===== config.mk =====
export PLATFORM = sky130hd
export DESIGN_NAME = down_counter_timer
export DESIGN_NICKNAME = d
export VERILOG_FILES = /design/src/rtl/down_counter_timer_pkg.sv /design/src/rtl/down_counter_timer.sv
export SDC_FILE = /design/constraint.sdc
export NUM_CORES = 1
export LEC_CHECK = 0
export ABC_AREA = 1
export CAP_MARGIN = 15
export CORE_AREA = 4 4 41 43
export CTS_BUF_LIST = sky130_fd_sc_hd__clkbuf_16
export DETAILED_ROUTE_END_ITERATION = 12
export DIE_AREA = 0 0 45 47
export PLACE_DENSITY = 0.81
export SYNTH_ARGS = -nofsm -noshare
export SYNTH_HDL_FRONTEND = slang
export SYNTH_SLANG_ARGS = --single-unit
export TNS_END_PERCENT = 30

===== constraint.sdc =====
create_clock -name clk -period 2.95 [get_ports clk]
set_input_delay 0.7375 -clock clk [delete_from_list [all_inputs] [get_ports clk]]
set_output_delay 0.7375 -clock clk [all_outputs]
set_load 0.005 [all_outputs]

===== src/rtl/down_counter_timer_pkg.sv =====
// Shared definitions for the loadable down-counter timer: state encoding,
// default width and the all-zero count constant.
package down_counter_timer_pkg;

  typedef enum logic {
    ST_IDLE = 1'b0,
    ST_RUN  = 1'b1
  } state_e;

  localparam int unsigned DEFAULT_WIDTH = 4;
  localparam int unsigned MAX_WIDTH     = 16;

  // Sliced to WIDTH at the point of use; wide enough for the largest legal counter.
  localparam logic [MAX_WIDTH-1:0] ZERO_COUNT = '0;

endpackage : down_counter_timer_pkg


===== src/rtl/down_counter_timer.sv =====
// Loadable synchronous down-counter with registered terminal-count pulse and
// optional auto-reload for periodic tick generation.
module down_counter_timer
  import down_counter_timer_pkg::*;
#(
  parameter int unsigned WIDTH = DEFAULT_WIDTH
) (
  input  logic             clk,
  input  logic             rst,
  input  logic             load,
  input  logic [WIDTH-1:0] load_val,
  input  logic             en,
  input  logic             auto_reload,
  output logic [WIDTH-1:0] count,
  output logic             tc,
  output logic             busy
);

  localparam logic [WIDTH-1:0] CNT_ZERO = ZERO_COUNT[WIDTH-1:0];
  localparam logic [WIDTH-1:0] CNT_ONE  = WIDTH'(1);

  state_e           state_q, state_d;
  logic [WIDTH-1:0] count_q, count_d;
  logic [WIDTH-1:0] reload_q, reload_d;
  logic             tc_q, tc_d;

  // NOTE: every output of this block gets a default first, so no path leaves a
  // variable unassigned and no latch is inferred.
  always_comb begin
    state_d  = state_q;
    count_d  = count_q;
    reload_d = reload_q;
    tc_d     = 1'b0;

    if (load) begin
      // Load wins over counting and over tc in either state.
      count_d  = load_val;
      reload_d = load_val;
      state_d  = (load_val != CNT_ZERO) ? ST_RUN : ST_IDLE;
    end else if (state_q == ST_RUN) begin
      if (count_q == CNT_ZERO) begin
        // Zero in RUN is only reachable as the auto-reload slot; en is ignored here.
        if (auto_reload) begin
          count_d = reload_q;
        end else begin
          state_d = ST_IDLE;
        end
      end else if (en) begin
        if (count_q == CNT_ONE) begin
          count_d = CNT_ZERO;
          tc_d    = 1'b1;
          state_d = auto_reload ? ST_RUN : ST_IDLE;
        end else begin
          count_d = count_q - CNT_ONE;
        end
      end
    end
  end

  // NOTE: sequential state uses non-blocking assignments so every flop samples
  // the pre-edge values computed above.
  always_ff @(posedge clk or posedge rst) begin
    if (rst) begin
      state_q  <= ST_IDLE;
      count_q  <= CNT_ZERO;
      reload_q <= CNT_ZERO;
      tc_q     <= 1'b0;
    end else begin
      state_q  <= state_d;
      count_q  <= count_d;
      reload_q <= reload_d;
      tc_q     <= tc_d;
    end
  end

  assign count = count_q;
  assign tc    = tc_q;
  assign busy  = (state_q == ST_RUN);

endmodule : down_counter_timer


# [Word level (Yosys, flattened, before mapping)]
# Index checks and enable logic that the tools add are counted.
[totals] reg_bits=10 wordCells=30
[classes] add_sub_neg=1 n_reduce_logical=5 n_mux=18 eq_ne=2
[op_table] op="two-way mux 4 bit" n=6
[op_table] op="two-way mux 1 bit" n=12
[op_table] op="== test 4 x 1 -> 1 bit, second input constant" n=1
[op_table] op="logical NOT 4 bit" n=1
[op_table] op="nonzero test 4 bit" n=1
[op_table] op="subtractor 4 x 1 -> 4 bit, second input constant" n=1
[op_table] op="!= test 3 bit, second input constant" n=1
[op_table] op="AND reduction 3 bit" n=1
[op_table] op="nonzero test 3 bit" n=1
[op_table] op="nonzero test 2 bit" n=1

# [Logic depth before layout (Yosys ltp)]
[logic_depth] depth_word=6 mapped_depth=8 ltp_nobuf=8

# [Worst setup path after synthesis]
# No wires, ideal clock.
[synth_timing] path_kind="input to register" startpoint="input load" endpoint="register count_q[1], in the netlist count[1]" t_required_ns=2.828 arrival_ns=1.349 slack_ns=1.479 cell_stages=6 cell_sequence="buf_4 -> or2_1 -> nand2_1 -> nor2_4 -> nand2_1 -> o21ai_1"
[synth_via] elab_chain_cells=2 word_cells_on_any_way=5
[synth_lines] item="from (decl)" line="down_counter_timer.sv:10" source="input logic load,"
[synth_lines] item="!= test 3 bit (no line) (tied with other cells)"
[synth_lines] item="AND reduction 3 bit (no line)"
[synth_lines] item="to (signal assigned)" line="down_counter_timer.sv:70" source="count_q <= count_d;"
[synth_lines] item="to (decl)" line="down_counter_timer.sv:23" source="logic [WIDTH-1:0] count_q, count_d;"
# Several ways; a longest one is shown, not always the timed one.
# A chain may end at the register's enable or synchronous reset.

# [Worst setup path after layout]
[layout_timing] startpoint="register count_q[2], in the netlist count[2]" endpoint="output count[2]"
[layout_rtl] item="to (decl)" line="down_counter_timer.sv:14" source="output logic [WIDTH-1:0] count,"
# No word-level cell between the ends.

==> results.tsv <==
metric	value	unit
overflow	0	
ant_nets	0	
muxShareOfSynthArea	0	%
ctsResizeCount	0	
synth_top_area_share	40.3	%
worstMarginPinSlew	0.391	ns
hold_depth	2	
crit_slowest_cell	clkdlybuf4s50_1	
drc	0	
p_leak	0.000442	uW
path_max_fanout	5	
switchingPower	279	uW
cts-buffers-inserted	3	
synth_warnings	0	
clockPowerShare	29.8	%
antenna_found_initial	0	
grt_pass1_wl	2370	um
crit_family	buffers and inverters	
finClkSkew	0.00143	ns
p_seq_share	27.5	%
wl_per_cell	11.8	um
grtUsageTotal	15.9	%
rsz0062_at_grt	false	
met2_usage	25.1	%
async_flop_share	100	%
viasPerCell	5.16	
synthAdderAreaFrac	6.05	%
slowest_delay	0.55	ns
finalMaxSlewViolations	0	
grt_pass1_vias	554	
die-area	2120	um2
synth-compound-area-share	7.26	%
crit_required	2.21	ns
crit_path_end_kind	primary output	
seqCellArea	250	um2
post_cts_buffers	0	
yosys.area.top_type	dfrtp_1	
rrSetupSlack	1.40	ns
synth_fp_nets	96	
multiInputGateArea	314	um2
initial_utilization	47.7	%
synthSimpleGateAreaFrac	35.9	%
synthXorXnorAreaFrac	1.41	%
clockBufferDepth	2	
fin_crit_sh	67.4	%
fillCellCount	108	
die_w	45	um
cts_tree	done	
comb_power_share	42.7	%
synth_top_flop_cell	dfrtp_1	
hold_viol_final	0	
port_buffers	14	
fin_tns_setup	0	ns
gr-usage-met3	4.60	%
io_pins	15	
yosysMostFrequentCell	nand2_1	
power_density	915	nW/um2
ctsHoldBuffers	0	
grt_max_degree	11	
critPathLaunchType	flip-flop	
p_int	496	uW
synth_edf_count	0	
num_rows	13	
arrival	1.25	ns
use_met1	20.3	%
crit_type	flip-flop to primary output	
gr-max-usage-layer	met2	
path_buf_inv	1	
synth_top_family_by_area	simple AND/OR/NAND/NOR gates	
min_to	reload_q[3]	
clkSinkCount	10	
antenna_cells	0	
ys_seq_area_share	40.3	%
rr_startpoint	count[0]	
fmax	503	MHz
num_vias	593	
relSlewSlack	73.9	%
clk_pin_slew	0.04	ns
run_status	finished clean	
firstDrtPassIters	4	
clock_latency	0.23	ns
wl	1360	um
yosys.cell_types.count	17	
r2r-end	count[3]	
nets	114	
gp_congestion	0.785	
core_area	1300	um2
dr.first_iter.drc_count	18	
drive_gt1_share	9.00	%
synthTopCellsByCount	28 x nand2_1, 11 x inv_1, 10 x dfrtp_1	
setup_viol	0	
avgSynthCellArea	7.39	um2
fp.dieH	47	um
synth_area_leaders	dfrtp_1 40%, nand2_1 17%, inv_1 6.7%, nand3_1 6.5%, o21ai_0 6.5%	
crit_path_cell_trace	clkdlybuf4s50_1	
ff2ff_path_depth	7	
hpwl	986	um
synthCells	84	
ys_ff_latch	10	
final_util	65.1	%
peakVddDrop	0.486	mV
syn_area	621	um2
syn_to_final_growth	36.5	%
hold_path.startpoint	reload_q[3]	
root_buffer	clkbuf_16	
fin_crit	1.99	ns
max_cap_viol_count	0	
h-tree-depth	1	
hold_class	flip-flop to flip-flop	
switching_share	36.1	%
## kinds of logic after synthesis
logic type	count (synthesis)
simple gates	47
flops	10
fa+ha+maj	3
buf+inv	14
xor+xnor	1
compound gates	9
## power by group through the flow
stage / logic (uW) / clock network (uW) / registers [uW]
CTS: 332 / 235 / 212
global placement: 318 / 0 / 210
detailed placement: 323 / 0 / 211
global route: 377 / 241 / 217
finish: 331 / 231 / 213
floorplan: 213 / 0 / 209
## state kept, by name (all words and copies together), names as in the netlist
signal    flops
reload_q      4
count         4
busy          1
tc            1
## worst max path at each step
stage | startpoint | to | slack [ns] | cells after the start
6_report | count[2] | count[2] | 0.96 | 1
5_1_grt | count[2] | count[2] | 0.93 | 1
4_1_cts | count[2] | count[2] | 0.96 | 1
3_5_place_dp | load | count[1] | 0.90 | 7
3_3_place_gp | load | count[1] | 0.93 | 7
2_1_floorplan | load | count[1] | 1.48 | 6
## per-layer routing
metal,wire (um),up-vias
met5,0,-
li1,-,299
met1,580,274
met4,17,0
met2,672,16
met3,89,4
## cell usage in the layout (no fill, tap or decap)
cell             count
clkbuf_16            3
clkdlybuf4s50_1     14
dfrtp_1             10
ha_1                 3
inv_1               11
inv_2                2
nand2_1             28
nand2_4              1
nand3_1              8
nand3_2              1
nand4_1              1
nor2_1               4
nor2_4               2
nor4_1               1
o21ai_0              8
o21ai_1              1
or2_1                1
xnor2_1              1
## stage by stage
| step | hold slack (ns) | cells | setup slack, ns | total power [uW] | area, um2 |
|---|---|---|---|---|---|
| after floorplan | 0.437 | 84 | 1.48 | 422 | 621 |
| after global placement | 0.479 | 112 | 0.927 | 527 | 772 |
| after detailed placement | 0.472 | 112 | 0.901 | 534 | 772 |
| after CTS | 0.482 | 115 | 0.961 | 779 | 847 |
| after global routing | 0.517 | 115 | 0.933 | 835 | 847 |
| final | 0.480 | 115 | 0.962 | 775 | 847 |
## cell type report
cell class / instances / area share (%)
inverter: 13 / 5.76
clock buffer: 3 / 8.86
timing repair buffer: 14 / 16.5
multi-input combinational: 60 / 37.1
tap: 15 / 2.22
sequential: 10 / 29.5
Note: power is estimated with default switching activity, not from simulation.
